$ cat config.mk
export PLATFORM = sky130hd
export DESIGN_NAME = grid_click_decoder
export DESIGN_NICKNAME = d
export VERILOG_FILES = /design/src/rtl/grid_click_pkg.sv /design/src/rtl/grid_axis_decoder.sv /design/src/rtl/grid_click_decoder.sv
export SDC_FILE = /design/constraint.sdc
export NUM_CORES = 1
export LEC_CHECK = 0
export ABC_AREA = 0
export CORE_MARGIN = 5
export CORE_UTILIZATION = 30
export CTS_CLUSTER_SIZE = 30
export DETAILED_ROUTE_END_ITERATION = 10
export SLEW_MARGIN = 20
export SYNTH_ARGS = -nofsm -noshare
export SYNTH_HDL_FRONTEND = slang
export SYNTH_SLANG_ARGS = --single-unit
$ cat constraint.sdc
create_clock -name clk -period 1.35 [get_ports clk]
set_input_delay 0.3375 -clock clk [delete_from_list [all_inputs] [get_ports clk]]
set_output_delay 0.3375 -clock clk [all_outputs]
set_load 0.01 [all_outputs]
$ cat src/rtl/grid_click_pkg.sv
// Shared types and default board geometry for the grid click decoder.
package grid_click_pkg;

  // Click tracking states.
  typedef enum logic [1:0] {
    S_IDLE   = 2'd0,
    S_ARMED  = 2'd1,
    S_IGNORE = 2'd2
  } state_e;

  // Default geometry for the 8x8 board, in pixels.
  localparam int DEF_X_ORIGIN = 17;
  localparam int DEF_Y_ORIGIN = 8;
  localparam int DEF_CELL_W   = 20;
  localparam int DEF_CELL_H   = 20;
  localparam int DEF_PITCH_X  = 37;
  localparam int DEF_PITCH_Y  = 28;

endpackage

$ cat src/rtl/grid_axis_decoder.sv
// Combinational single-axis hit test: finds which of N cells (if any) holds pos.
// Bounds are elaboration-time constants, one bit wider than pos, so no
// runtime multiply or divide is needed.
module grid_axis_decoder #(
  parameter int N      = 8,
  parameter int W      = 10,
  parameter int ORIGIN = 17,
  parameter int CELL   = 20,
  parameter int PITCH  = 37,
  parameter int IW     = 3
) (
  input  logic [W-1:0]  pos,
  output logic [IW-1:0] idx,
  output logic          hit
);

  logic [W:0]   pos_ext;
  logic [N-1:0] cell_hit;

  assign pos_ext = {1'b0, pos};

  for (genvar c = 0; c < N; c++) begin : g_cell
    localparam logic [W:0] LO = (W+1)'(ORIGIN + c * PITCH);
    localparam logic [W:0] HI = (W+1)'(ORIGIN + c * PITCH + CELL - 1);
    assign cell_hit[c] = (pos_ext >= LO) && (pos_ext <= HI);
  end

  // Encode the (at most one) hitting cell; cells never overlap, so OR-ing is exact.
  always_comb begin
    idx = {IW{1'b0}};
    hit = 1'b0;
    for (int c = 0; c < N; c++) begin
      idx = idx | ({IW{cell_hit[c]}} & IW'(c));
      hit = hit | cell_hit[c];
    end
  end

endmodule

$ cat src/rtl/grid_click_decoder.sv
// Screen-to-grid hit tester: registered hover cell plus a click event
// (press and release on the same cell) delivered over valid/ready.
module grid_click_decoder
  import grid_click_pkg::*;
#(
  parameter int COLS     = 8,
  parameter int ROWS     = 8,
  parameter int XW       = 10,
  parameter int YW       = 9,
  parameter int X_ORIGIN = DEF_X_ORIGIN,
  parameter int Y_ORIGIN = DEF_Y_ORIGIN,
  parameter int CELL_W   = DEF_CELL_W,
  parameter int CELL_H   = DEF_CELL_H,
  parameter int PITCH_X  = DEF_PITCH_X,
  parameter int PITCH_Y  = DEF_PITCH_Y,
  parameter int CW       = (COLS > 1) ? $clog2(COLS) : 1,
  parameter int RW       = (ROWS > 1) ? $clog2(ROWS) : 1
) (
  input  logic          clk,
  input  logic          iReset,
  input  logic [XW-1:0] iMouseX,
  input  logic [YW-1:0] iMouseY,
  input  logic          iButton,
  input  logic          iEnable,
  output logic [CW-1:0] oHoverX,
  output logic [RW-1:0] oHoverY,
  output logic          oHoverHit,
  output logic          oClickValid,
  input  logic          iClickReady,
  output logic [CW-1:0] oClickX,
  output logic [RW-1:0] oClickY,
  output logic          oDropped
);

  // Stage 1: raw inputs.
  logic [XW-1:0] mouse_x_q, mouse_x_d;
  logic [YW-1:0] mouse_y_q, mouse_y_d;
  logic          btn1_q, btn1_d;
  // Stage 2: decode results and delayed button; btn3 is btn2's previous value.
  logic [CW-1:0] hover_x_q, hover_x_d;
  logic [RW-1:0] hover_y_q, hover_y_d;
  logic          hover_hit_q, hover_hit_d;
  logic          btn2_q, btn2_d;
  logic          btn3_q, btn3_d;
  // FSM and latched press cell.
  state_e        state_q, state_d;
  logic [CW-1:0] latch_x_q, latch_x_d;
  logic [RW-1:0] latch_y_q, latch_y_d;
  // Output event register.
  logic          valid_q, valid_d;
  logic [CW-1:0] click_x_q, click_x_d;
  logic [RW-1:0] click_y_q, click_y_d;
  logic          dropped_q, dropped_d;

  logic [CW-1:0] dec_x_idx;
  logic [RW-1:0] dec_y_idx;
  logic          dec_x_hit, dec_y_hit;
  logic          rise, fall, emit;

  grid_axis_decoder #(
    .N(COLS), .W(XW), .ORIGIN(X_ORIGIN), .CELL(CELL_W), .PITCH(PITCH_X), .IW(CW)
  ) u_dec_x (
    .pos(mouse_x_q), .idx(dec_x_idx), .hit(dec_x_hit)
  );

  grid_axis_decoder #(
    .N(ROWS), .W(YW), .ORIGIN(Y_ORIGIN), .CELL(CELL_H), .PITCH(PITCH_Y), .IW(RW)
  ) u_dec_y (
    .pos(mouse_y_q), .idx(dec_y_idx), .hit(dec_y_hit)
  );

  assign rise = btn2_q & ~btn3_q;
  assign fall = ~btn2_q & btn3_q;

  // Two-stage input/decode pipeline next values.
  always_comb begin
    mouse_x_d   = iMouseX;
    mouse_y_d   = iMouseY;
    btn1_d      = iButton;
    hover_x_d   = dec_x_idx;
    hover_y_d   = dec_y_idx;
    hover_hit_d = dec_x_hit & dec_y_hit;
    btn2_d      = btn1_q;
    btn3_d      = btn2_q;
  end

  // Click FSM: arm on a press over a cell, fire on release over the same cell.
  always_comb begin
    state_d   = state_q;
    latch_x_d = latch_x_q;
    latch_y_d = latch_y_q;
    emit      = 1'b0;
    case (state_q)
      S_IDLE: begin
        if (rise) begin
          if (hover_hit_q && iEnable) begin
            latch_x_d = hover_x_q;
            latch_y_d = hover_y_q;
            state_d   = S_ARMED;
          end else begin
            state_d   = S_IGNORE;
          end
        end else begin
          state_d = S_IDLE;
        end
      end
      S_ARMED: begin
        if (fall) begin
          emit    = hover_hit_q && (hover_x_q == latch_x_q) && (hover_y_q == latch_y_q);
          state_d = S_IDLE;
        end else if (!iEnable) begin
          state_d = S_IGNORE;
        end else begin
          state_d = S_ARMED;
        end
      end
      S_IGNORE: begin
        if (fall) begin
          state_d = S_IDLE;
        end else begin
          state_d = S_IGNORE;
        end
      end
      default: begin
        state_d = S_IDLE;
      end
    endcase
  end

  // Output handshake: load on emit when free or being accepted, else drop and flag.
  always_comb begin
    valid_d   = valid_q;
    click_x_d = click_x_q;
    click_y_d = click_y_q;
    dropped_d = dropped_q;
    if (emit) begin
      if (!valid_q || iClickReady) begin
        valid_d   = 1'b1;
        click_x_d = latch_x_q;
        click_y_d = latch_y_q;
      end else begin
        dropped_d = 1'b1;
      end
    end else if (valid_q && iClickReady) begin
      valid_d = 1'b0;
    end else begin
      valid_d = valid_q;
    end
  end

  // All state registers with synchronous reset.
  always_ff @(posedge clk) begin
    if (iReset) begin
      mouse_x_q   <= {XW{1'b0}};
      mouse_y_q   <= {YW{1'b0}};
      btn1_q      <= 1'b0;
      hover_x_q   <= {CW{1'b0}};
      hover_y_q   <= {RW{1'b0}};
      hover_hit_q <= 1'b0;
      btn2_q      <= 1'b0;
      btn3_q      <= 1'b0;
      state_q     <= S_IDLE;
      latch_x_q   <= {CW{1'b0}};
      latch_y_q   <= {RW{1'b0}};
      valid_q     <= 1'b0;
      click_x_q   <= {CW{1'b0}};
      click_y_q   <= {RW{1'b0}};
      dropped_q   <= 1'b0;
    end else begin
      mouse_x_q   <= mouse_x_d;
      mouse_y_q   <= mouse_y_d;
      btn1_q      <= btn1_d;
      hover_x_q   <= hover_x_d;
      hover_y_q   <= hover_y_d;
      hover_hit_q <= hover_hit_d;
      btn2_q      <= btn2_d;
      btn3_q      <= btn3_d;
      state_q     <= state_d;
      latch_x_q   <= latch_x_d;
      latch_y_q   <= latch_y_d;
      valid_q     <= valid_d;
      click_x_q   <= click_x_d;
      click_y_q   <= click_y_d;
      dropped_q   <= dropped_d;
    end
  end

  assign oHoverX     = hover_x_q;
  assign oHoverY     = hover_y_q;
  assign oHoverHit   = hover_hit_q;
  assign oClickValid = valid_q;
  assign oClickX     = click_x_q;
  assign oClickY     = click_y_q;
  assign oDropped    = dropped_q;

endmodule

==> impl_summary.log <==
[metrics] run status: finished with violations
[metrics] violated checks: setup timing
[metrics] share of the core filled with cells: just under 50%
[metrics] DRC marker count from the first detailed-route iteration: 29
[metrics] area growth from synthesis to final layout: 55.8%
[metrics] syn nets: between 200 and 250
[metrics] cell chosen for the clock root: clkbuf_8
[metrics] area occupied by multi-input gates: ~1200 µm²
[metrics] Num Clock Sinks: between 40 and 50
[metrics] Hold Vio Cnt, Final: 0
[metrics] iteration count of the initial detailed-routing pass: 4
[metrics] count of flip-flops with a built-in enable after synthesis: 0
[metrics] Slew headroom: 80.8%
[metrics] Die Outline Area: approximately 8400 µm²
[metrics] H-Tree Depth: 2
[metrics] antenna diode count: 0
[metrics] horizontal die dimension: slightly above 90 µm
[metrics] Unique masters post-synth: 44
[metrics] boundary pin count: 39
[metrics] die height: 91.9 µm
[metrics] area of the core: 6420 µm²
[metrics] RSZ-0062 raised after global routing: yes
[metrics] mean routed wirelength per cell: approximately 12 µm
[metrics] Adder-Cell Fraction of Synth Area: 0%
[metrics] count of fill cells added during filler insertion: 620
[metrics] gpl congestion: ~0.83
[metrics] static leakage: around 1.4 nW
[metrics] buffers from clock root to sink, at most: 2
[metrics] most frequently used flop master after synthesis: dfxtp_1
[metrics] Met2 Wirelength: about 2100 µm
[metrics] leftover overflow at the end of global routing: 0
[metrics] worst clock skew: roughly 7.3 ps
[metrics] Initial Utilization: a little under a third
[metrics] basic-gate share of the synthesized area counting and, or, nand and nor cells: between 20% and 30%
[metrics] class of the most critical setup path: reg2reg
[metrics] maximum number of pins on one net before global-route repair: 20
[metrics] DRC violations left: 0
[metrics] Worst-Margin Slew: 286 ps
[metrics] critical path arrival: about 1700 ps
[metrics] number of nets in the final layout: approximately 340
[metrics] flops & latches, synth: 45
[metrics] Worst-path clk slew: about 80 ps
[metrics] post-synthesis async set-or-reset flop share: 0%
[metrics] share of the clock period used by the worst path: 110%
[metrics] sequential element share of the synthesized area: about 45%
[metrics] fraction of layout cells with a size suffix above 1: between 30% and 40%
[metrics] antenna violations before repair: 0
[metrics] clock tree from TritonCTS: done
[metrics] top routing layer in use: met4
[metrics] length of routed met3 wiring: between 200 and 250 µm
[metrics] XOR/XNOR share of the synthesized area: between 3 and 4%
[metrics] remaining antenna violation count after routing: 0
[metrics] path type of the worst min-delay path: reg2reg
[metrics] share of synthesized area spent on multiplexers: between 6 and 7%
[metrics] Warnings, synthesis: 0
[metrics] half-perimeter wire length after detailed placement: ~3400 µm
[metrics] via count of the first global-routing pass: ~1800
[metrics] largest family of logic cells by synthesized area: simple AND/OR/NAND/NOR gates
[metrics] final worst setup slack: -129 ps
[metrics] Pwr Total: 2.65 mW
[metrics] clock network latency to the later pin of the worst-skew pair: about 290 ps
[metrics] power density cells: roughly 850 nW/µm²
[metrics] # rows: 29
[metrics] Reg area: about 940 µm²
[metrics] wire length after detailed routing: between 4000 and 5000 µm
[metrics] wire length of the first global-routing pass: just under 8000 µm
[metrics] Synth Instances: about 220
[metrics] final-report max-slew violation count: 0
[metrics] cell area after synthesis: between 2000 and 2500 µm²
[metrics] via-per-instance ratio: around 4.7
[metrics] area fraction in compound gates after synthesis: 15.0%
[metrics] kind of start point of the critical path: flop
[metrics] port bufs: 38
[metrics] maximum fanout along the worst path: 7
[metrics] Avg Cell Area, Syn: about 9 µm²
[metrics] max-capacitance violation count: 0
[metrics] Worst VDD drop: 557 µV
[metrics] required time of the critical path: roughly 1500 ps
[metrics] Final Critical Period: about 1500 ps
[metrics] global-route usage over all layers: 11.1%
[metrics] Setup crit end kind: flop
[metrics] met1 routed wirelength after detailed routing: 2120 µm
[metrics] CTS buffer count: 5
[metrics] peak clock frequency supported by timing: 0.676 GHz
[metrics] vias after detailed routing: ~1800
[metrics] setup violators final: 8
==> worst max-delay path, cell delays in order, from the launching register on <==
cell	delay [ps]
dfxtp_4	380
o41ai_4	350
nor2_1	70
o21ai_1	140
a21boi_1	80
o311a_1	340
==> stage by stage <==
step	instance area (µm²)	setup slack (ps)	setup TNS (ps)	hold slack [ps]	std cells
6_report	3130	-129	-657	442	389
5_1_grt	3130	-246	-1690	453	389
4_1_cts	3010	-116	-791	443	384
3_5_place_dp	2850	-255	-5400	424	375
3_3_place_gp	2850	-220	-4840	417	375
2_1_floorplan	2060	-175	-1100	414	221
==> final timing paths <==
check                                   from         to  slack (ps)  cells after the start
worst max-delay path            mouse_x_q[2]  oHoverHit        -130                      5
worst min-delay path                  btn1_q     btn2_q         440                      1
worst max register to register  mouse_x_q[2]  oHoverHit        -130                      5
worst min register to register        btn1_q     btn2_q         440                      1
==> power by group <==
| group | internal, mW | switching [mW] | leakage [nW] |
|---|---|---|---|
| Combinational | 0.267 | 0.171 | 0.958 |
| Sequential | 1.37 | 0.0590 | 0.379 |
| Clock | 0.359 | 0.420 | 0.0450 |
| Total | 2.00 | 0.650 | 1.38 |
==> final cells by class <==
cell class              count  area share, %
flip-flops and latches     45           30.2
repair buffers             98           26.4
well taps                  77           3.08
clock buffers               6           2.32
clock inverters             2          0.319
inverters                   5          0.599
multi-input cells         156           37.1
==> sequential cells by signal (all words and copies together) (netlist names) <==
register     cells
oDropped         1
btn2_q           1
mouse_y_q        9
state_q          2
oHoverY          3
latch_x_q        3
mouse_x_q       10
btn1_q           1
oClickY          3
btn3_q           1
oClickX          3
latch_y_q        3
oHoverX          3
oClickValid      1
oHoverHit        1
==> kinds of logic (layout without fill, tap and decap cells) <==
kind of cell / Yosys count / in the layout
flops: 45 / 45
mux: 13 / 13
compound gates: 43 / 43
simple gates: 92 / 92
xor+xnor: 8 / 8
buf+inv: 20 / 111
==> layer usage <==
| metal | track usage (%) | vias up |
|---|---|---|
| met1 | 13.8 | 814 |
| li1 | - | 954 |
| met4 | 2.97 | 0 |
| met2 | 18.7 | 41 |
| met3 | 3.52 | 2 |
| met5 | 0 | - |
==> Yosys cell counts (3+ instances only) <==
cell type	instances	area (µm²)
a21oi_1	6	30.0
a31oi_1	3	18.8
a41oi_1	3	26.3
buf_2	6	30.0
clkbuf_1	9	33.8
dfxtp_1	45	901
inv_1	5	18.8
mux2i_1	13	130
nand2_1	9	33.8
nand2b_1	6	37.5
nor2_1	29	109
nor2b_1	23	144
nor3_1	6	30.0
nor4_1	4	25.0
o211ai_1	3	22.5
o21a_1	3	22.5
o21ai_0	8	40.0
xnor2_1	6	52.6
==> what timing repair did <==
action,CTS,global route
hold buffers,0,0
pin swaps,8,11
resized for setup,45,44
setup endpoints to repair,26,25
setup buffers,1,5
==> layout by cell type, fill, tap and decap left out, types with 2 or more instances in the layout <==
master / netlist / final
a211o_1: 2 / 2
a21oi_1: 6 / 6
a31oi_1: 3 / 2
a41oi_2: 0 / 2
and2b_1: 2 / 2
and3_1: 2 / 2
buf_4: 0 / 53
buf_6: 0 / 6
clkbuf_2: 0 / 6
clkbuf_8: 0 / 5
clkdlybuf4s50_1: 0 / 22
clkinv_2: 0 / 2
dfxtp_1: 45 / 22
dfxtp_2: 0 / 17
dfxtp_4: 0 / 6
dlygate4sd2_1: 0 / 9
inv_1: 5 / 4
mux2i_1: 13 / 13
nand2_1: 9 / 9
nand2b_1: 6 / 6
nand3_1: 2 / 2
nand4_1: 2 / 2
nor2_1: 29 / 26
nor2_4: 0 / 2
nor2b_1: 23 / 23
nor3_1: 6 / 4
nor3_2: 0 / 2
nor4_1: 4 / 3
nor4_4: 1 / 2
o211ai_1: 3 / 3
o21a_1: 3 / 3
o21ai_0: 8 / 4
o21ai_1: 0 / 4
o22ai_1: 2 / 2
xnor2_1: 6 / 2
xnor2_2: 0 / 4
(Power assumes the default switching activity.)
